<file path="src/rtl/store_buffer_pkg.sv">
// Shared types and helpers for the store buffer.
// Contents:
//   SB_DEPTH_DEF  default entry count
//   LD_WORD_MASK  byte mask of a load lookup (loads always cover a full word)
//   sb_entry_t    one buffered store: byte address, lane-aligned data, byte strobes
//   word_overlap  same-word compare plus strobe overlap against the load mask
package store_buffer_pkg;

   localparam int         SB_DEPTH_DEF = 8;
   localparam logic [3:0] LD_WORD_MASK = 4'b1111;

   typedef struct packed {
      logic [31:0] addr;
      logic [31:0] data;
      logic [3:0]  wstrb;
   } sb_entry_t;

   // A load conflicts when it hits the same 32-bit word and shares at least one byte.
   function automatic logic word_overlap(input logic [31:0] st_addr,
                                         input logic [3:0]  st_wstrb,
                                         input logic [31:0] ld_addr);
      return (st_addr[31:2] == ld_addr[31:2]) &&
             ((st_wstrb & LD_WORD_MASK) != 4'b0000);
   endfunction

endpackage

</file>
<file path="src/rtl/store_buffer_if.sv">
// Bundle of every store-buffer signal except clock and reset.
//   master : pipeline / dcache side (drives stores, commits, flush, dcache ready, load lookup)
//   slave  : the store buffer itself
interface store_buffer_if;

   logic        flush;
   logic        st_valid;
   logic [31:0] st_addr;
   logic [31:0] st_data;
   logic [3:0]  st_wstrb;
   logic        st_ex;
   logic        sb_allowin;
   logic        commit_store1_valid;
   logic        commit_store2_valid;
   logic        dcache_wr_req;
   logic [31:0] dcache_wr_addr;
   logic [31:0] dcache_wr_data;
   logic [3:0]  dcache_wr_wstrb;
   logic        dcache_wr_ready;
   logic [31:0] ld_addr;
   logic        ld_conflict;
   logic        sb_empty;

   modport master (
      output flush, st_valid, st_addr, st_data, st_wstrb, st_ex,
      output commit_store1_valid, commit_store2_valid, dcache_wr_ready, ld_addr,
      input  sb_allowin, dcache_wr_req, dcache_wr_addr, dcache_wr_data, dcache_wr_wstrb,
      input  ld_conflict, sb_empty
   );

   modport slave (
      input  flush, st_valid, st_addr, st_data, st_wstrb, st_ex,
      input  commit_store1_valid, commit_store2_valid, dcache_wr_ready, ld_addr,
      output sb_allowin, dcache_wr_req, dcache_wr_addr, dcache_wr_data, dcache_wr_wstrb,
      output ld_conflict, sb_empty
   );

endinterface

</file>
<file path="src/rtl/store_buffer_cam_match.sv">
// Parallel load-vs-store match over the occupied region of the entry ring.
// Ports:
//   entries  all entry registers
//   head_idx ring index of the oldest entry
//   count    occupied entries (tail - head), IDX_W+1 bits so a full ring is representable
//   ld_addr  load address being looked up
//   hit      some occupied entry shares a word and a byte with the load
module sb_cam_match
   import store_buffer_pkg::*;
#(
   parameter  int DEPTH = SB_DEPTH_DEF,
   localparam int IDX_W = $clog2(DEPTH)
) (
   input  sb_entry_t        entries [DEPTH],
   input  logic [IDX_W-1:0] head_idx,
   input  logic [IDX_W:0]   count,
   input  logic [31:0]      ld_addr,
   output logic             hit
);

   logic [DEPTH-1:0] in_region_s;
   logic [DEPTH-1:0] match_s;

   // Per-entry occupancy (distance from head below count) and word/strobe match.
   always_comb begin
      in_region_s = '0;
      match_s     = '0;
      for (int i = 0; i < DEPTH; i++) begin
         in_region_s[i] = ({1'b0, IDX_W'(i) - head_idx} < count);
         match_s[i]     = word_overlap(entries[i].addr, entries[i].wstrb, ld_addr);
      end
   end

   assign hit = |(in_region_s & match_s);

endmodule

</file>
<file path="src/rtl/store_buffer_chk.sv">
// Upstream protocol checks for the store buffer; simulation only, no logic.
// Ports:
//   clk, reset            block clock / synchronous reset
//   st_valid, sb_allowin  enqueue handshake
//   commit1, commit2      commit pulses from commit_stage
//   spec_cnt              current speculative entry count (tail - cmt)
module store_buffer_chk #(
   parameter int PTR_W = 4
) (
   input logic             clk,
   input logic             reset,
   input logic             st_valid,
   input logic             sb_allowin,
   input logic             commit1,
   input logic             commit2,
   input logic [PTR_W-1:0] spec_cnt
);

   a_no_store_when_full: assert property (@(posedge clk) disable iff (reset)
      !(st_valid && !sb_allowin));

   a_store2_needs_store1: assert property (@(posedge clk) disable iff (reset)
      !(commit2 && !commit1));

   a_commit_within_spec: assert property (@(posedge clk) disable iff (reset)
      (PTR_W'({1'b0, commit1} + {1'b0, commit2}) <= spec_cnt));

endmodule

</file>
<file path="src/rtl/store_buffer.sv">
// Post-execute store queue: holds executed stores speculatively until commit,
// discards uncommitted ones on flush, drains committed ones in order to the dcache
// and flags loads that overlap any buffered store.
// Ports:
//   clk    clock
//   reset  synchronous, active-high
//   sb     store_buffer_if.slave (enqueue, commit, flush, dcache write, load lookup, status)
// Ring pointers carry a wrap bit: [head,cmt) committed, [cmt,tail) speculative.
module store_buffer
   import store_buffer_pkg::*;
#(
   parameter  int SB_DEPTH = SB_DEPTH_DEF,
   localparam int PTR_W    = $clog2(SB_DEPTH) + 1
) (
   input logic        clk,
   input logic        reset,
   store_buffer_if.slave sb
);

   localparam int               IDX_W   = PTR_W - 1;
   localparam logic [PTR_W-1:0] PTR_ONE = PTR_W'(1);
   localparam logic [PTR_W-1:0] PTR_MAX = PTR_W'(SB_DEPTH);

   logic [PTR_W-1:0] head_q, head_d;
   logic [PTR_W-1:0] cmt_q,  cmt_d;
   logic [PTR_W-1:0] tail_q, tail_d;
   sb_entry_t        entries_q [SB_DEPTH];
   sb_entry_t        entries_d [SB_DEPTH];

   logic [PTR_W-1:0] count_s;
   logic [PTR_W-1:0] spec_cnt_s;
   logic [PTR_W-1:0] cmt_add_s;
   logic             allowin_s;
   logic             enq_s;
   logic             drain_s;
   sb_entry_t        head_entry_s;

   assign count_s      = tail_q - head_q;
   assign spec_cnt_s   = tail_q - cmt_q;
   assign cmt_add_s    = PTR_W'({1'b0, sb.commit_store1_valid} + {1'b0, sb.commit_store2_valid});
   assign allowin_s    = (count_s < PTR_MAX);
   assign enq_s        = sb.st_valid && !sb.st_ex && allowin_s && !sb.flush;
   assign head_entry_s = entries_q[head_q[IDX_W-1:0]];
   assign drain_s      = (head_q != cmt_q) && sb.dcache_wr_ready;

   // Next-state for the three pointers and the entry array.
   always_comb begin
      entries_d = entries_q;
      head_d    = head_q;
      cmt_d     = cmt_q;
      tail_d    = tail_q;

      if (enq_s) begin
         entries_d[tail_q[IDX_W-1:0]] = '{addr: sb.st_addr, data: sb.st_data, wstrb: sb.st_wstrb};
      end else begin
         entries_d = entries_q;
      end

      // Over-commit is illegal upstream; clamp so cmt never passes tail.
      if (cmt_add_s > spec_cnt_s) begin
         cmt_d = tail_q;
      end else begin
         cmt_d = cmt_q + cmt_add_s;
      end

      // Flush sees this cycle's commits first, then drops everything younger.
      if (sb.flush) begin
         tail_d = cmt_d;
      end else if (enq_s) begin
         tail_d = tail_q + PTR_ONE;
      end else begin
         tail_d = tail_q;
      end

      if (drain_s) begin
         head_d = head_q + PTR_ONE;
      end else begin
         head_d = head_q;
      end
   end

   // Pointer and entry registers.
   always_ff @(posedge clk) begin
      if (reset) begin
         head_q <= '0;
         cmt_q  <= '0;
         tail_q <= '0;
         for (int i = 0; i < SB_DEPTH; i++) begin
            entries_q[i] <= '0;
         end
      end else begin
         head_q    <= head_d;
         cmt_q     <= cmt_d;
         tail_q    <= tail_d;
         entries_q <= entries_d;
      end
   end

   // All outputs below depend on registers only (ld_conflict also on ld_addr).
   assign sb.dcache_wr_req   = (head_q != cmt_q);
   assign sb.dcache_wr_addr  = head_entry_s.addr;
   assign sb.dcache_wr_data  = head_entry_s.data;
   assign sb.dcache_wr_wstrb = head_entry_s.wstrb;
   assign sb.sb_allowin      = allowin_s;
   assign sb.sb_empty        = (head_q == tail_q);

   sb_cam_match #(
      .DEPTH (SB_DEPTH)
   ) u_cam (
      .entries  (entries_q),
      .head_idx (head_q[IDX_W-1:0]),
      .count    (count_s),
      .ld_addr  (sb.ld_addr),
      .hit      (sb.ld_conflict)
   );

   store_buffer_chk #(
      .PTR_W (PTR_W)
   ) u_chk (
      .clk        (clk),
      .reset      (reset),
      .st_valid   (sb.st_valid),
      .sb_allowin (allowin_s),
      .commit1    (sb.commit_store1_valid),
      .commit2    (sb.commit_store2_valid),
      .spec_cnt   (spec_cnt_s)
   );

endmodule

</file>
<file path="src/flat_wrapper.sv">
// flat-port wrapper written by rule: the top's interface ports become plain ports
module store_buffer_flat import store_buffer_pkg::*;
#(
   parameter  int SB_DEPTH = SB_DEPTH_DEF,
   localparam int PTR_W    = $clog2(SB_DEPTH) + 1
)
  (clk, reset, sb_flush, sb_st_valid, sb_st_addr, sb_st_data, sb_st_wstrb, sb_st_ex, sb_commit_store1_valid, sb_commit_store2_valid, sb_dcache_wr_ready, sb_ld_addr, sb_sb_allowin, sb_dcache_wr_req, sb_dcache_wr_addr, sb_dcache_wr_data, sb_dcache_wr_wstrb, sb_ld_conflict, sb_sb_empty);
  store_buffer_if sb_i ();
  input logic clk;
  input logic reset;
  input wire logic [$bits(sb_i.flush)-1:0] sb_flush;
  input wire logic [$bits(sb_i.st_valid)-1:0] sb_st_valid;
  input wire logic [$bits(sb_i.st_addr)-1:0] sb_st_addr;
  input wire logic [$bits(sb_i.st_data)-1:0] sb_st_data;
  input wire logic [$bits(sb_i.st_wstrb)-1:0] sb_st_wstrb;
  input wire logic [$bits(sb_i.st_ex)-1:0] sb_st_ex;
  input wire logic [$bits(sb_i.commit_store1_valid)-1:0] sb_commit_store1_valid;
  input wire logic [$bits(sb_i.commit_store2_valid)-1:0] sb_commit_store2_valid;
  input wire logic [$bits(sb_i.dcache_wr_ready)-1:0] sb_dcache_wr_ready;
  input wire logic [$bits(sb_i.ld_addr)-1:0] sb_ld_addr;
  output wire logic [$bits(sb_i.sb_allowin)-1:0] sb_sb_allowin;
  output wire logic [$bits(sb_i.dcache_wr_req)-1:0] sb_dcache_wr_req;
  output wire logic [$bits(sb_i.dcache_wr_addr)-1:0] sb_dcache_wr_addr;
  output wire logic [$bits(sb_i.dcache_wr_data)-1:0] sb_dcache_wr_data;
  output wire logic [$bits(sb_i.dcache_wr_wstrb)-1:0] sb_dcache_wr_wstrb;
  output wire logic [$bits(sb_i.ld_conflict)-1:0] sb_ld_conflict;
  output wire logic [$bits(sb_i.sb_empty)-1:0] sb_sb_empty;
  assign sb_i.flush = sb_flush;
  assign sb_i.st_valid = sb_st_valid;
  assign sb_i.st_addr = sb_st_addr;
  assign sb_i.st_data = sb_st_data;
  assign sb_i.st_wstrb = sb_st_wstrb;
  assign sb_i.st_ex = sb_st_ex;
  assign sb_i.commit_store1_valid = sb_commit_store1_valid;
  assign sb_i.commit_store2_valid = sb_commit_store2_valid;
  assign sb_i.dcache_wr_ready = sb_dcache_wr_ready;
  assign sb_i.ld_addr = sb_ld_addr;
  assign sb_sb_allowin = sb_i.sb_allowin;
  assign sb_dcache_wr_req = sb_i.dcache_wr_req;
  assign sb_dcache_wr_addr = sb_i.dcache_wr_addr;
  assign sb_dcache_wr_data = sb_i.dcache_wr_data;
  assign sb_dcache_wr_wstrb = sb_i.dcache_wr_wstrb;
  assign sb_ld_conflict = sb_i.ld_conflict;
  assign sb_sb_empty = sb_i.sb_empty;
  store_buffer #(.SB_DEPTH(SB_DEPTH)) u_core (.clk(clk), .reset(reset), .sb(sb_i));
endmodule
</file>
<file path="config.mk">
export PLATFORM = sky130hd
export DESIGN_NAME = store_buffer_flat
export DESIGN_NICKNAME = d
export VERILOG_FILES = /design/src/rtl/store_buffer_pkg.sv /design/src/rtl/store_buffer_if.sv /design/src/rtl/store_buffer_cam_match.sv /design/src/rtl/store_buffer_chk.sv /design/src/rtl/store_buffer.sv /design/src/flat_wrapper.sv
export SDC_FILE = /design/constraint.sdc
export NUM_CORES = 2
export LEC_CHECK = 0
export ABC_AREA = 1
export BUFFER_PORTS_ARGS = -buffer_cell sky130_fd_sc_hd__buf_2
export CAP_MARGIN = 40
export CORE_MARGIN = 1.5
export CORE_UTILIZATION = 45
export CTS_CLUSTER_DIAMETER = 40
export CTS_CLUSTER_SIZE = 25
export DETAILED_ROUTE_END_ITERATION = 10
export MAX_ROUTING_LAYER = met4
export SYNTH_ARGS = -nofsm -noshare
export SYNTH_HDL_FRONTEND = slang
export SYNTH_SLANG_ARGS = --single-unit
</file>
<file path="constraint.sdc">
create_clock -name clk -period 3.6 [get_ports clk]
set_input_delay 0.9 -clock clk [delete_from_list [all_inputs] [get_ports clk]]
set_output_delay 0.9 -clock clk [all_outputs]
set_load 0.01 [all_outputs]
</file>
==> metrics.csv <==
metric,value,unit
status,"complete, but fails checks",
violations,"DRC, setup timing",
hp-class,flip-flop to flip-flop,
area_delta_synth_final,18.5,%
dp.cells,5488,
post_drt_via_cell_ratio,5.50,
synth_edf_count,0,
synth_area,0.0301,mm2
power_per_cell_area,766,mW/mm2
grt_start_max_net_pins,166,
drc_errors,20,
grt_pass1_vias,28200,
yosysSeqAreaShare,36.9,%
cp_max_fo,4,
cts_max_path_buffers,3,
dp.final_hpwl,68600,um
ys.flop_type,dfxtp_1,
die_y,262,um
power,27300,uW
yosysMostFrequentCell,nand2_1,
nFillCells,6665,
ir_drop,509,uV
slew-limit-headroom,39.1,%
utilization,54.1,%
fin_skew,0.0246,ns
ys_types,30,
syn_inst,4791,
ctsHoldBuffers,0,
fin_tns_setup,-0.198,ns
setup_viol,1,
max-cap-violations,0,
worst_pin_slew,0.913,ns
routed_wl,116000,um
met2_usage,52.8,%
setup_ws,-0.198,ns
ys_seq_elements,556,
regArea,0.0111,mm2
met3_usage,4.94,%
final_cells,5715,
finalNetCount,4870,
cellLeakagePower,0.0152,uW
crit_required,2.70,ns
report.final.hold_viol_count,0,
fmax,0.263,GHz
first_iter_violations,3406,
start_kind,flip-flop,
synth_top_area_share,36.9,%
grt_pass1_wl,173000,um
yosys_warnings,0,
report.final.slew_viol_count,0,
path_buf_inv,2,
post-route-period-util,105,%
netlist_top_cells_area,"dfxtp_1 (37%), nand2_1 (17%), nor2_1 (8.9%), a21oi_1 (8.9%), o21ai_0 (4.6%)",
overflow,0,
final_antenna_net_count,0,
grt-busiest-layer,met2,
synthTopCellsByCount,"nand2_1 (1,326), nor2_1 (718), dfxtp_1 (556), a21oi_1 (537), inv_1 (315)",
cts_tree,yes,
antenna_found_initial,11,
critPathMaxStageDelay,0.61,ns
start_util,45.7,%
cts-htree-levels,3,
path_cells,ha_4 > fa_2 > inv_4 > a21oi_2 > nor2_2 > o21ai_1 > nand3_2 > nand3_2 > nand2_1 > nor2_2 > nand2_2 > buf_6,
synth.net_count,4919,
core,0.0660,mm2
track_usage,33.8,%
numCtsBuffers,112,
row_count,94,
end_kind,output port,
worstPathArrival,2.90,ns
grt_use_met1,43.2,%
firstDrtPassIters,9,
place_ws,0.269,ns
yosys.area.top_type,dfxtp_1,
dieArea,0.0685,mm2
avgSynthCellArea,6.29,um2
clkSlewWorstSetupHoldPaths,0.05,ns
critPathSlowestCell,fa_2,
io_buffers,177,
globalplace.congestion,1.00,
cpLargestDelayFamily,adder cells,
wire_per_inst,20.3,um
cts_root_buf,clkbuf_16,
die_x,262,um
num_io_pins,180,
multi_input_area,0.0162,mm2
finalCriticalPeriod,3.80,ns
dr_total_vias,31400,
synthArstFlopShare,0,%
layout-drive-gt1-share,10.7,%
critical_path_class,flip-flop to output port,
worstSkewPairLatency,0.67,ns
grt_setup_unrepaired,yes,
clock_sinks,556,
worst reg2reg max path: cells and delay by family, from the launching register on:
family                   cells  cell delay, ns
adder cells (fa/ha/maj)      1            0.35
AO/OA/AOI/OAI                2            0.26
AND/OR/NAND/NOR              6            1.15
flip-flops                   1            0.36
buffers and inverters        4            0.81
where the power goes:
part | leakage, uW | total (uW) | internal, uW | switching [uW]
sequential | 0.00448 | 6620 | 6440 | 186
combinational | 0.00873 | 9720 | 3030 | 6680
clock | 0.00196 | 11000 | 7210 | 3790
worst paths after layout:
kind	from	end	slack (ns)	cells after the start
max	u_core.head_q[0]	sb_ld_conflict	-0.20	12
min	u_core.entries_q[289]	u_core.entries_q[289]	0.45	2
max reg2reg	u_core.head_q[2]	u_core.entries_q[113]	0.50	13
min reg2reg	u_core.entries_q[289]	u_core.entries_q[289]	0.45	2
layout make-up:
type / count / share of cell area, %
Antenna cell: 10 / 0.0701
Clock buffer: 137 / 8.65
Clock inverter: 76 / 2.65
Inverter: 318 / 3.44
Multi-Input combinational cell: 3487 / 45.2
Sequential cell: 556 / 31.2
Tap cell: 864 / 3.03
Timing Repair Buffer: 267 / 5.72
flip-flops by register name, summed over array words and instances, names as in the netlist:
signal            cells
u_core.tail_q         4
u_core.head_q         4
u_core.cmt_q          4
u_core.entries_q    544
cell usage in the layout (no fill, tap or decap), drive strengths merged:
master,count
or2,1
xor2,16
xnor2,132
nand3,237
clkbuf,139
bufinv,15
clkinvlp,14
nand2,1327
buf,264
nand3b,1
inv,328
a211oi,1
o21ai,277
a221oi,13
dfxtp,556
a31oi,68
bufbuf,1
diode,10
o211ai,4
nor2,719
nand4,132
ha,17
nor3,2
a21oi,537
fa,3
clkinv,37
logic make-up after synthesis:
logic type,Yosys count,synth area share (%)
AND/OR/NAND/NOR,2419,32.3
AO/OA/AOI/OAI,900,15.4
buffers and inverters,748,10.1
flip-flops,556,36.9
XOR/XNOR,148,4.30
adder cells (fa/ha/maj),20,0.905
metrics by stage:
stage / hold WS [ns] / instance area, um2
after floorplan: 0.437 / 30100
after global placement: 0.445 / 31400
after detailed placement: 0.449 / 31400
after CTS: 0.430 / 35500
after global routing: 0.448 / 35700
final: 0.455 / 35700
routing by layer:
layer | up-vias | wire [um]
met2 | 1369 | 53500
met5 | - | 0
met3 | 281 | 9210
met4 | 0 | 5290
li1 | 15300 | -
met1 | 14500 | 48100
repair_timing:
action | CTS | global route
resized for setup | 22 | 31
buffers inserted | 1 | 0
setup endpoints to repair | 16 | 15
pin swaps | 6 | 13
cloned | 1 | 2
Power figures use the tool's default switching activity.
